`src/rtl/qif_frame_scheduler_if.sv`:
```
// Pin-side bundle of the QIF frame scheduler: config writes, monitor select and status outputs.
// The master drives config and monitor select, and the slave (the scheduler) drives the status.
interface qif_frame_scheduler_if #(
  parameter int N_NEUR = 4
);
  logic              ena;
  logic              cfg_we;
  logic [1:0]        cfg_addr;
  logic [7:0]        cfg_data;
  logic [1:0]        mon_sel;
  logic [7:0]        v_mon;
  logic [N_NEUR-1:0] spike;
  logic              busy;
  logic              frame_done;
  logic              overrun;

  modport master (
    output ena, cfg_we, cfg_addr, cfg_data, mon_sel,
    input  v_mon, spike, busy, frame_done, overrun
  );

  modport slave (
    input  ena, cfg_we, cfg_addr, cfg_data, mon_sel,
    output v_mon, spike, busy, frame_done, overrun
  );
endinterface

```
`src/rtl/qif_frame_scheduler.sv`:
```
// Round-robin scheduler that time-shares one QIF update unit across N_NEUR virtual neurons.
// One frame (a READ/WRITE pair per neuron, then DONE) runs on each prescaled integration tick.
module qif_frame_scheduler #(
  parameter int          N_NEUR   = 4,
  parameter logic [23:0] TICK_DIV = 24'd10_000_000,
  parameter logic [7:0]  V_TH     = 8'd200,
  parameter logic [7:0]  V_RESET  = 8'd0,
  parameter logic [7:0]  LEAK     = 8'd1
) (
  input logic                   clk,
  input logic                   rst_n,
  qif_frame_scheduler_if.slave  bus
);
  localparam int CW = $clog2(N_NEUR);

  typedef enum logic [1:0] {S_IDLE, S_READ, S_WRITE, S_DONE} state_t;

  state_t      state_reg;
  logic [CW-1:0] ch_reg;
  logic [23:0] count_reg;
  logic [7:0]  op_v_reg;
  logic [7:0]  op_i_reg;
  logic [7:0]  v_reg [N_NEUR];
  logic [7:0]  i_reg [N_NEUR];
  logic [7:0]  v_mon_reg;
  logic [N_NEUR-1:0] spike_reg;
  logic        busy_reg;
  logic        frame_done_reg;
  logic        overrun_reg;

  logic        tick;
  logic [15:0] prod;
  logic [9:0]  sum;
  logic [9:0]  net;
  logic        fire;
  logic [7:0]  v_new;
  logic [N_NEUR-1:0] v_we;
  logic [N_NEUR-1:0] i_we;

  assign tick = bus.ena && (count_reg == TICK_DIV - 24'd1);

  // Shared update unit, fed only from the operand registers latched in READ.
  assign prod  = 16'(op_v_reg) * 16'(op_v_reg);
  assign sum   = 10'(op_v_reg) + 10'(prod >> 8) + 10'(op_i_reg);
  assign net   = (sum >= {2'b00, LEAK}) ? sum - {2'b00, LEAK} : 10'd0;
  assign fire  = (net >= {2'b00, V_TH});
  assign v_new = fire ? V_RESET : net[7:0];

  generate
    for (genvar gi = 0; gi < N_NEUR; gi++) begin : g_we
      assign v_we[gi] = (state_reg == S_WRITE) && (ch_reg == CW'(gi));
      assign i_we[gi] = bus.cfg_we && (bus.cfg_addr == CW'(gi));
    end
  endgenerate

  // Register file: a config write in a READ cycle lands after READ has sampled the old value.
  always_ff @(posedge clk or negedge rst_n) begin
    if (!rst_n) begin
      for (int n = 0; n < N_NEUR; n++) begin
        v_reg[n] <= V_RESET;
        i_reg[n] <= 8'd0;
      end
    end else begin
      for (int n = 0; n < N_NEUR; n++) begin
        if (i_we[n]) i_reg[n] <= bus.cfg_data;
        if (v_we[n]) v_reg[n] <= v_new;
      end
    end
  end

  always_ff @(posedge clk or negedge rst_n) begin
    if (!rst_n) begin
      state_reg      <= S_IDLE;
      ch_reg         <= '0;
      count_reg      <= 24'd0;
      op_v_reg       <= 8'd0;
      op_i_reg       <= 8'd0;
      v_mon_reg      <= 8'd0;
      spike_reg      <= '0;
      busy_reg       <= 1'b0;
      frame_done_reg <= 1'b0;
      overrun_reg    <= 1'b0;
    end else begin
      spike_reg      <= '0;
      frame_done_reg <= 1'b0;
      v_mon_reg      <= v_reg[bus.mon_sel];

      if (bus.ena) count_reg <= (count_reg == TICK_DIV - 24'd1) ? 24'd0 : count_reg + 24'd1;

      // DONE is the frame's last cycle, so a tick there chains straight into the next frame.
      if (tick && (state_reg == S_READ || state_reg == S_WRITE)) overrun_reg <= 1'b1;

      case (state_reg)
        S_IDLE: begin
          if (tick) begin
            state_reg <= S_READ;
            ch_reg    <= '0;
            busy_reg  <= 1'b1;
          end
        end
        S_READ: begin
          op_v_reg  <= v_reg[ch_reg];
          op_i_reg  <= i_reg[ch_reg];
          state_reg <= S_WRITE;
        end
        S_WRITE: begin
          spike_reg <= fire ? (N_NEUR'(1) << ch_reg) : '0;
          if (ch_reg == CW'(N_NEUR - 1)) begin
            state_reg <= S_DONE;
          end else begin
            ch_reg    <= ch_reg + 1'b1;
            state_reg <= S_READ;
          end
        end
        S_DONE: begin
          frame_done_reg <= 1'b1;
          if (tick) begin
            state_reg <= S_READ;
            ch_reg    <= '0;
          end else begin
            state_reg <= S_IDLE;
            busy_reg  <= 1'b0;
          end
        end
        default: state_reg <= S_IDLE;
      endcase
    end
  end

  assign bus.v_mon      = v_mon_reg;
  assign bus.spike      = spike_reg;
  assign bus.busy       = busy_reg;
  assign bus.frame_done = frame_done_reg;
  assign bus.overrun    = overrun_reg;
endmodule

```
`src/flat_wrapper.sv`:
```
// flat-port wrapper written by rule: the top's interface ports become plain ports
module qif_frame_scheduler_flat 
#(
  parameter int          N_NEUR   = 4,
  parameter logic [23:0] TICK_DIV = 24'd10_000_000,
  parameter logic [7:0]  V_TH     = 8'd200,
  parameter logic [7:0]  V_RESET  = 8'd0,
  parameter logic [7:0]  LEAK     = 8'd1
)
  (clk, rst_n, bus_ena, bus_cfg_we, bus_cfg_addr, bus_cfg_data, bus_mon_sel, bus_v_mon, bus_spike, bus_busy, bus_frame_done, bus_overrun);
  qif_frame_scheduler_if #(.N_NEUR(N_NEUR)) bus_i ();
  input logic clk;
  input logic rst_n;
  input wire logic [$bits(bus_i.ena)-1:0] bus_ena;
  input wire logic [$bits(bus_i.cfg_we)-1:0] bus_cfg_we;
  input wire logic [$bits(bus_i.cfg_addr)-1:0] bus_cfg_addr;
  input wire logic [$bits(bus_i.cfg_data)-1:0] bus_cfg_data;
  input wire logic [$bits(bus_i.mon_sel)-1:0] bus_mon_sel;
  output wire logic [$bits(bus_i.v_mon)-1:0] bus_v_mon;
  output wire logic [$bits(bus_i.spike)-1:0] bus_spike;
  output wire logic [$bits(bus_i.busy)-1:0] bus_busy;
  output wire logic [$bits(bus_i.frame_done)-1:0] bus_frame_done;
  output wire logic [$bits(bus_i.overrun)-1:0] bus_overrun;
  assign bus_i.ena = bus_ena;
  assign bus_i.cfg_we = bus_cfg_we;
  assign bus_i.cfg_addr = bus_cfg_addr;
  assign bus_i.cfg_data = bus_cfg_data;
  assign bus_i.mon_sel = bus_mon_sel;
  assign bus_v_mon = bus_i.v_mon;
  assign bus_spike = bus_i.spike;
  assign bus_busy = bus_i.busy;
  assign bus_frame_done = bus_i.frame_done;
  assign bus_overrun = bus_i.overrun;
  qif_frame_scheduler #(.N_NEUR(N_NEUR), .TICK_DIV(TICK_DIV), .V_TH(V_TH), .V_RESET(V_RESET), .LEAK(LEAK)) u_core (.clk(clk), .rst_n(rst_n), .bus(bus_i));
endmodule
```
`config.mk`:
```
export PLATFORM = sky130hd
export DESIGN_NAME = qif_frame_scheduler_flat
export DESIGN_NICKNAME = d
export VERILOG_FILES = /design/src/rtl/qif_frame_scheduler_if.sv /design/src/rtl/qif_frame_scheduler.sv /design/src/flat_wrapper.sv
export SDC_FILE = /design/constraint.sdc
export NUM_CORES = 1
export LEC_CHECK = 0
export BUFFER_PORTS_ARGS = -buffer_cell sky130_fd_sc_hd__buf_2
export CELL_PAD_IN_SITES_DETAIL_PLACEMENT = 1
export CELL_PAD_IN_SITES_GLOBAL_PLACEMENT = 1
export CORE_ASPECT_RATIO = 1.2
export CORE_MARGIN = 3
export CORE_UTILIZATION = 46
export CTS_CLUSTER_SIZE = 30
export DETAILED_ROUTE_END_ITERATION = 16
export PLACE_DENSITY_LB_ADDON = 0.1
export SETUP_SLACK_MARGIN = 0.3
export SLEW_MARGIN = 20
export SYNTH_ARGS = -nofsm -noshare
export SYNTH_HDL_FRONTEND = slang
export SYNTH_SLANG_ARGS = --single-unit
```
`constraint.sdc`:
```
create_clock -name clk -period 6.7 [get_ports clk]
set_input_delay 1.005 -clock clk [delete_from_list [all_inputs] [get_ports clk]]
set_output_delay 1.005 -clock clk [all_outputs]
set_load 0.05 [all_outputs]
```
# Word-level counts from Yosys, hierarchy flattened
# Index checks and enable logic that the tools add are counted.
# totals
register_bits,123
in_bits,16
output_inout_bits,15
# op_classes
n_addsub,5
n_mul,1
magnitude_cmp,4
n_eq_ne,14
shifts,1
muxes,25
bitwise_logic,2
reduce_logical,19
# ops
op,count
2-to-1 mux 8 bit,7
binary-select mux 8 bit (select 2 bit),3
"adder 24 x 1 -> 24 bit, second input constant",1
"== test 24 bit, second input constant",1
2-to-1 mux 24 bit,1
multiplier 8 x 8 -> 16 bit,1
"== test 2 bit, second input constant",6
adder 10 x 8 -> 10 bit,1
">= comparator 10 x 1 -> 1 bit, second input constant",1
">= comparator 10 x 8 -> 1 bit, second input constant",1
logical AND 1 bit,10
2-to-1 mux 10 bit,1
"subtractor 10 x 1 -> 10 bit, second input constant",1
adder 8 x 8 -> 9 bit,1
2-to-1 mux 2 bit,4
2-to-1 mux 4 bit,2
case mux 2 bit (4 select lines),1
"== test 2 x 1 -> 1 bit, second input constant",3
">= comparator 3 bit, second input constant",2
logical NOT 2 bit,3
inverter 2 -> 3 bit,2
AND reduction 3 bit,2
2-to-1 mux 1 bit,4
"inequality test 2 x 1 -> 1 bit, second input constant",2
other kinds (8),10

# Depth between registers and ports, before layout
# logic_depth
word_depth,8
ltp_mapped,37
mapped_depth_nobuf,34

# Worst setup path before layout
# OpenSTA, ideal clock, no wires.
# synth_path
kind,reg2reg
startpoint,register u_core.op_v_reg[1]
endpoint,register u_core.v_reg[4] (netlist name)
setup_ns,0.096
t_arrival_ns,7.156
required_ns,6.604
setup_slack_ns,-0.551
path_stages_with_launch,31
path_buffers,3
path_cell_list,dfrtp_1 clkbuf_1 and2_1 fa_1 fa_1 inv_1 fa_1 fa_1 inv_1 ha_1 o21a_1 o41a_1 and2_1 or2_1 xor2_1 ha_1 nand3_1 o21bai_1 nor2_1 xnor2_1 ha_1 a21o_1 a21oi_1 xnor2_1 or3_4 nor4b_2 a211oi_1 or3_1 buf_6 buf_6 o31ai_1
# synth_between
elab_chain_cells,7
word_cells_on_any_way,8
# synth_rtl
item,line,source
from (decl),qif_frame_scheduler.sv:21,logic [7:0] op_v_reg;
from (signal assigned),qif_frame_scheduler.sv:102,op_v_reg <= v_reg[ch_reg];
multiplier 8 x 8 -> 16 bit,qif_frame_scheduler.sv:43,assign prod = 16'(op_v_reg) * 16'(op_v_reg);
adder 8 x 8 -> 9 bit (*),qif_frame_scheduler.sv:44,assign sum = 10'(op_v_reg) + 10'(prod >> 8) + 10'(op_i_reg);
adder 10 x 8 -> 10 bit (*),qif_frame_scheduler.sv:44,
subtractor 10 x 1 -> 10 bit / >= comparator 10 x 1 -> 1 bit (equally long branches),qif_frame_scheduler.sv:45,"assign net = (sum >= {2'b00, LEAK}) ? sum - {2'b00, LEAK} : 10'd0;"
2-to-1 mux 10 bit (*),qif_frame_scheduler.sv:45,
>= comparator 10 x 8 -> 1 bit,qif_frame_scheduler.sv:46,"assign fire = (net >= {2'b00, V_TH});"
2-to-1 mux 8 bit (*),qif_frame_scheduler.sv:47,assign v_new = fire ? V_RESET : net[7:0];
"to (signal, indexed assignment)",qif_frame_scheduler.sv:66,if (v_we[n]) v_reg[n] <= v_new;
to (decl),qif_frame_scheduler.sv:23,logic [7:0] v_reg [N_NEUR];
# Mark *: on every way between the ends. The rest lies on a longest branch, timed or not.
# A chain may end at the register's enable or synchronous reset.

# Worst setup path in the final report
# layout_path
startpoint,register u_core.op_v_reg[2]
endpoint,register u_core.v_reg[3] (netlist name)
# Same word-level chain as after synthesis.

==> out/metrics.csv <==
stage;metric;value;unit
sta;post-layout min period;7.73;ns
finish;diode count;0;
synthesis;average cell area after synthesis;11.1;um^2
synthesis;Primary FF master, synth;dfrtp_1;
status;failing checks;negative setup slack;
synthesis;cell taking the most area after synthesis;dfrtp_1;
floorplan;# IOs;31;
placement;RePlAce Congestion;0.827;
worst_hold_path;hold depth;1;
setup_path;slowest stage delay, CP;0.62;ns
setup_path;CP Data Arrival Time;8.03;ns
detailed_routing;drt wl/cell;22.2;um
sta;Worst slew margin;23.7;%
setup_path;R2R setup slack;-1.03;ns
clock_tree;CTS Sinks;123;
detailed_routing;Post-route DRC;0;
setup_path;Crit Path Category;flop to flop;
global_routing;pin count of the biggest net entering global routing;72;
sta;setup TNS;-32.78;ns
power;maximum vdd drop;0.155;mV
sta;final slew viol count;0;
floorplan;Placeable Area;16400;um^2
clock_tree;root cell of the clock tree;clkbuf_16;
placement;hpwl dp;13.8;mm
sta;Final Hold Viols;0;
synthesis;Synth area leaders;dfrtp_1 (40%), ha_1 (9.2%), mux4_2 (7.0%), fa_1 (6.7%), mux2_2 (6.4%);
setup_path;reg2reg path depth;33;
clock_tree;TritonCTS buffer count;17;
global_routing;initial antenna violation count;0;
power;pwr dens;187;nW/um^2
detailed_routing;Total Routed Length;23.3;mm
finish;# nets final;927;
clock_tree;H-tree levels;4;
status;status;complete, but fails checks;
detailed_routing;remaining antenna violation count;0;
job;number of max-cap violations;0;
sta;Clock Skews;0.0114;ns
synthesis;count of cell types in the netlist;56;
detailed_routing;highest routed layer;met4;
sta;Slew @ Worst Pin;1.14;ns
setup_path;reg2reg end;u_core.v_reg[3];
synthesis;Mapped Cells;699;
setup_path;CP Max Fanout;6;
finish;fin util;62.6;%
sta;RSZ-0062 raised after global routing;yes;
power;Leak;4.86;nW
worst_hold_path;Worst Min Path Start;u_core.bus.overrun;
synthesis;Seq/Total Area, Yosys;39.6;%
detailed_routing;met3 wire length;703;um
setup_path;Critical Path RT;7.01;ns
global_routing;gr ovfl total;0;
synthesis;YS warnings;0;
placement;I/O Buffers;30;
clock_tree;clk_lat worst skew;0.42;ns
sta;f_max;0.129;GHz
setup_path;Crit-path slowest cell;fa_1;
floorplan;Die Y;148;um
synthesis;synthesized area;7780;um^2
synthesis;number of enable flip-flop cells after synthesis;0;
detailed_routing;DR pass1 iterations;4;
finish;Syn-to-layout area delta;32.0;%
floorplan;row count;51;
worst_hold_path;Hold WC Path Type;flop to flop;
floorplan;die footprint;18500;um^2
sta;Setup WS post-layout;-1.03;ns
synthesis;fraction of registers with async set/reset;100;%
detailed_routing;met2 WL post-DR;12.6;mm
setup_path;CP startpoint kind;flop;
global_routing;total global-route track usage;23.7;%
clock_tree;clock buffer depth;2;
sta;Tcrit/Tclk final;115;%
setup_path;r2r startpoint;u_core.op_v_reg[2];
clock_tree;CTS clk-pin slew, worst paths;0.06;ns
synthesis;post-synthesis register bit count;123;
worst_hold_path;Hold EP;u_core.bus.overrun;
detailed_routing;DR iter-0 viols;224;
sta;Final setup viols;36;
clock_tree;CTS tree;done;
floorplan;Die Width;125;um
global_routing;first-pass GRT wire length;34.7;mm
global_routing;vias in the first global route;6675;
detailed_routing;vias per inst;5.64;
synthesis;Mapped Nets;798;
synthesis;post-synth top area share;39.6;%
detailed_routing;DR vias;5917;
setup_path;CP endpoint kind;flop;
detailed_routing;wl on met1;8.99;mm
floorplan;Initial Util;47.4;%
finish;share of cells above drive strength 1;39.0;%
what timing repair did:
action | CTS | global route
pin swaps | 33 | 26
setup buffers | 10 | 10
gates cloned | 3 | 4
hold endpoints to repair | 0 | 0
gates resized for setup | 54 | 72
setup endpoints to repair | 36 | 36
hold buffers | 0 | 0
routing by layer:
metal | up-vias | global-route usage [%]
met2 | 111 | 44.9
li1 | 2701 | -
met3 | 58 | 3.84
met4 | 0 | 8.22
met5 | - | 0
met1 | 3047 | 27.0
kinds of logic after synthesis:
logic type	after synthesis	share of synthesized area, %
AOI/OAI and AO/OA	96	8.67
xor gates and xnor gates	49	5.52
adders and majority gates	83	15.9
buffers and inverters	74	3.96
DFF	123	39.6
muxes	70	13.6
and+or+nand+nor	204	12.8
per-stage QoR:
step | setup WS [ns] | std cells | instance area (um^2) | hold WS (ns) | power, mW
after floorplan | -0.423 | 699 | 7830 | 0.435 | 0.931
final | -1.03 | 1050 | 10300 | 0.460 | 1.92
after global placement | -0.570 | 994 | 8700 | 0.434 | 0.966
after detailed placement | -0.878 | 994 | 8700 | 0.455 | 0.985
after CTS | -0.783 | 1036 | 9720 | 0.467 | 1.92
after global routing | -1.23 | 1050 | 10300 | 0.503 | 1.99
where the power goes:
group | switching, mW | internal (mW)
clock network | 0.336 | 0.608
registers | 0.0397 | 0.802
logic | 0.0595 | 0.0715
total | 0.436 | 1.48
worst max-delay path by stage:
stage,startpoint,to,cells after the start
after floorplan,u_core.op_v_reg[1],u_core.v_reg[4],32
after global placement,u_core.op_v_reg[2],u_core.v_reg[30],32
after detailed placement,u_core.op_v_reg[2],u_core.v_reg[6],32
after CTS,u_core.op_v_reg[6],u_core.v_reg[7],30
after global routing,u_core.op_v_reg[6],u_core.v_reg[30],32
final,u_core.op_v_reg[2],u_core.v_reg[3],33
worst max-delay path, delay by kind of cell, from the launching register on:
kind | cells | cell delay [ns]
adder cells (fa/ha/maj) | 7 | 2.54
AO/OA/AOI/OAI | 9 | 1.71
XOR/XNOR | 3 | 0.42
buffers and inverters | 5 | 0.57
flip-flops | 1 | 0.49
AND/OR/NAND/NOR | 9 | 1.85
area by class of cell:
type	instances	area (um^2)
repair buffers	130	1080
inverters	54	203
multi-input cells	502	5030
fillers	1625	6140
flip-flops and latches	123	3090
clock buffers	22	474
well taps	212	265
clock inverters	7	116
cell usage in the layout, fill, tap and decap left out, types with 4 or more instances in the layout:
master / Yosys / routed
and2_1: 18 / 9
inv_2: 0 / 8
xnor2_1: 28 / 25
o31ai_4: 0 / 26
nor3_1: 10 / 8
buf_6: 4 / 4
nand3_1: 17 / 16
a21o_1: 4 / 4
dfrtp_2: 0 / 7
clkbuf_16: 0 / 20
mux2_2: 44 / 44
fa_1: 26 / 25
a21oi_1: 19 / 13
buf_4: 0 / 86
and2_4: 0 / 9
dfrtp_1: 123 / 116
o21a_1: 6 / 6
buf_2: 0 / 29
ha_4: 0 / 5
nand2_1: 69 / 67
a21oi_2: 1 / 7
o21ai_1: 11 / 7
and3_1: 4 / 4
nor2_2: 0 / 4
xor2_1: 21 / 20
nand4_1: 6 / 6
ha_1: 57 / 50
nor2_1: 49 / 45
inv_1: 54 / 46
o21ai_2: 0 / 5
mux4_2: 24 / 24
synth_stat cells (2+ instances only):
| cell | number |
|---|---|
| o21bai_1 | 4 |
| xnor2_1 | 28 |
| o21a_1 | 6 |
| a211oi_2 | 2 |
| buf_1 | 5 |
| mux4_2 | 24 |
| nor4_1 | 2 |
| nor4bb_1 | 2 |
| o31ai_2 | 3 |
| and3_1 | 4 |
| nand4_1 | 6 |
| o31ai_1 | 27 |
| o21ai_1 | 11 |
| a211oi_1 | 2 |
| a31oi_1 | 3 |
| or3_1 | 2 |
| and4_1 | 2 |
| fa_1 | 26 |
| nor3_1 | 10 |
| clkbuf_1 | 11 |
| nor3b_1 | 5 |
| dfrtp_1 | 123 |
| nand2_1 | 69 |
| nand2b_1 | 4 |
| xor2_1 | 21 |
| and2_1 | 18 |
| a21oi_1 | 19 |
| mux2_2 | 44 |
| nor2b_1 | 3 |
| a21o_1 | 4 |
| nor2_1 | 49 |
| o21ai_0 | 5 |
| nand3_1 | 17 |
| mux2i_1 | 2 |
| ha_1 | 57 |
| nor4b_1 | 2 |
| inv_1 | 54 |
| buf_6 | 4 |
| nand3b_1 | 2 |
Power figures use the tool's default switching activity.
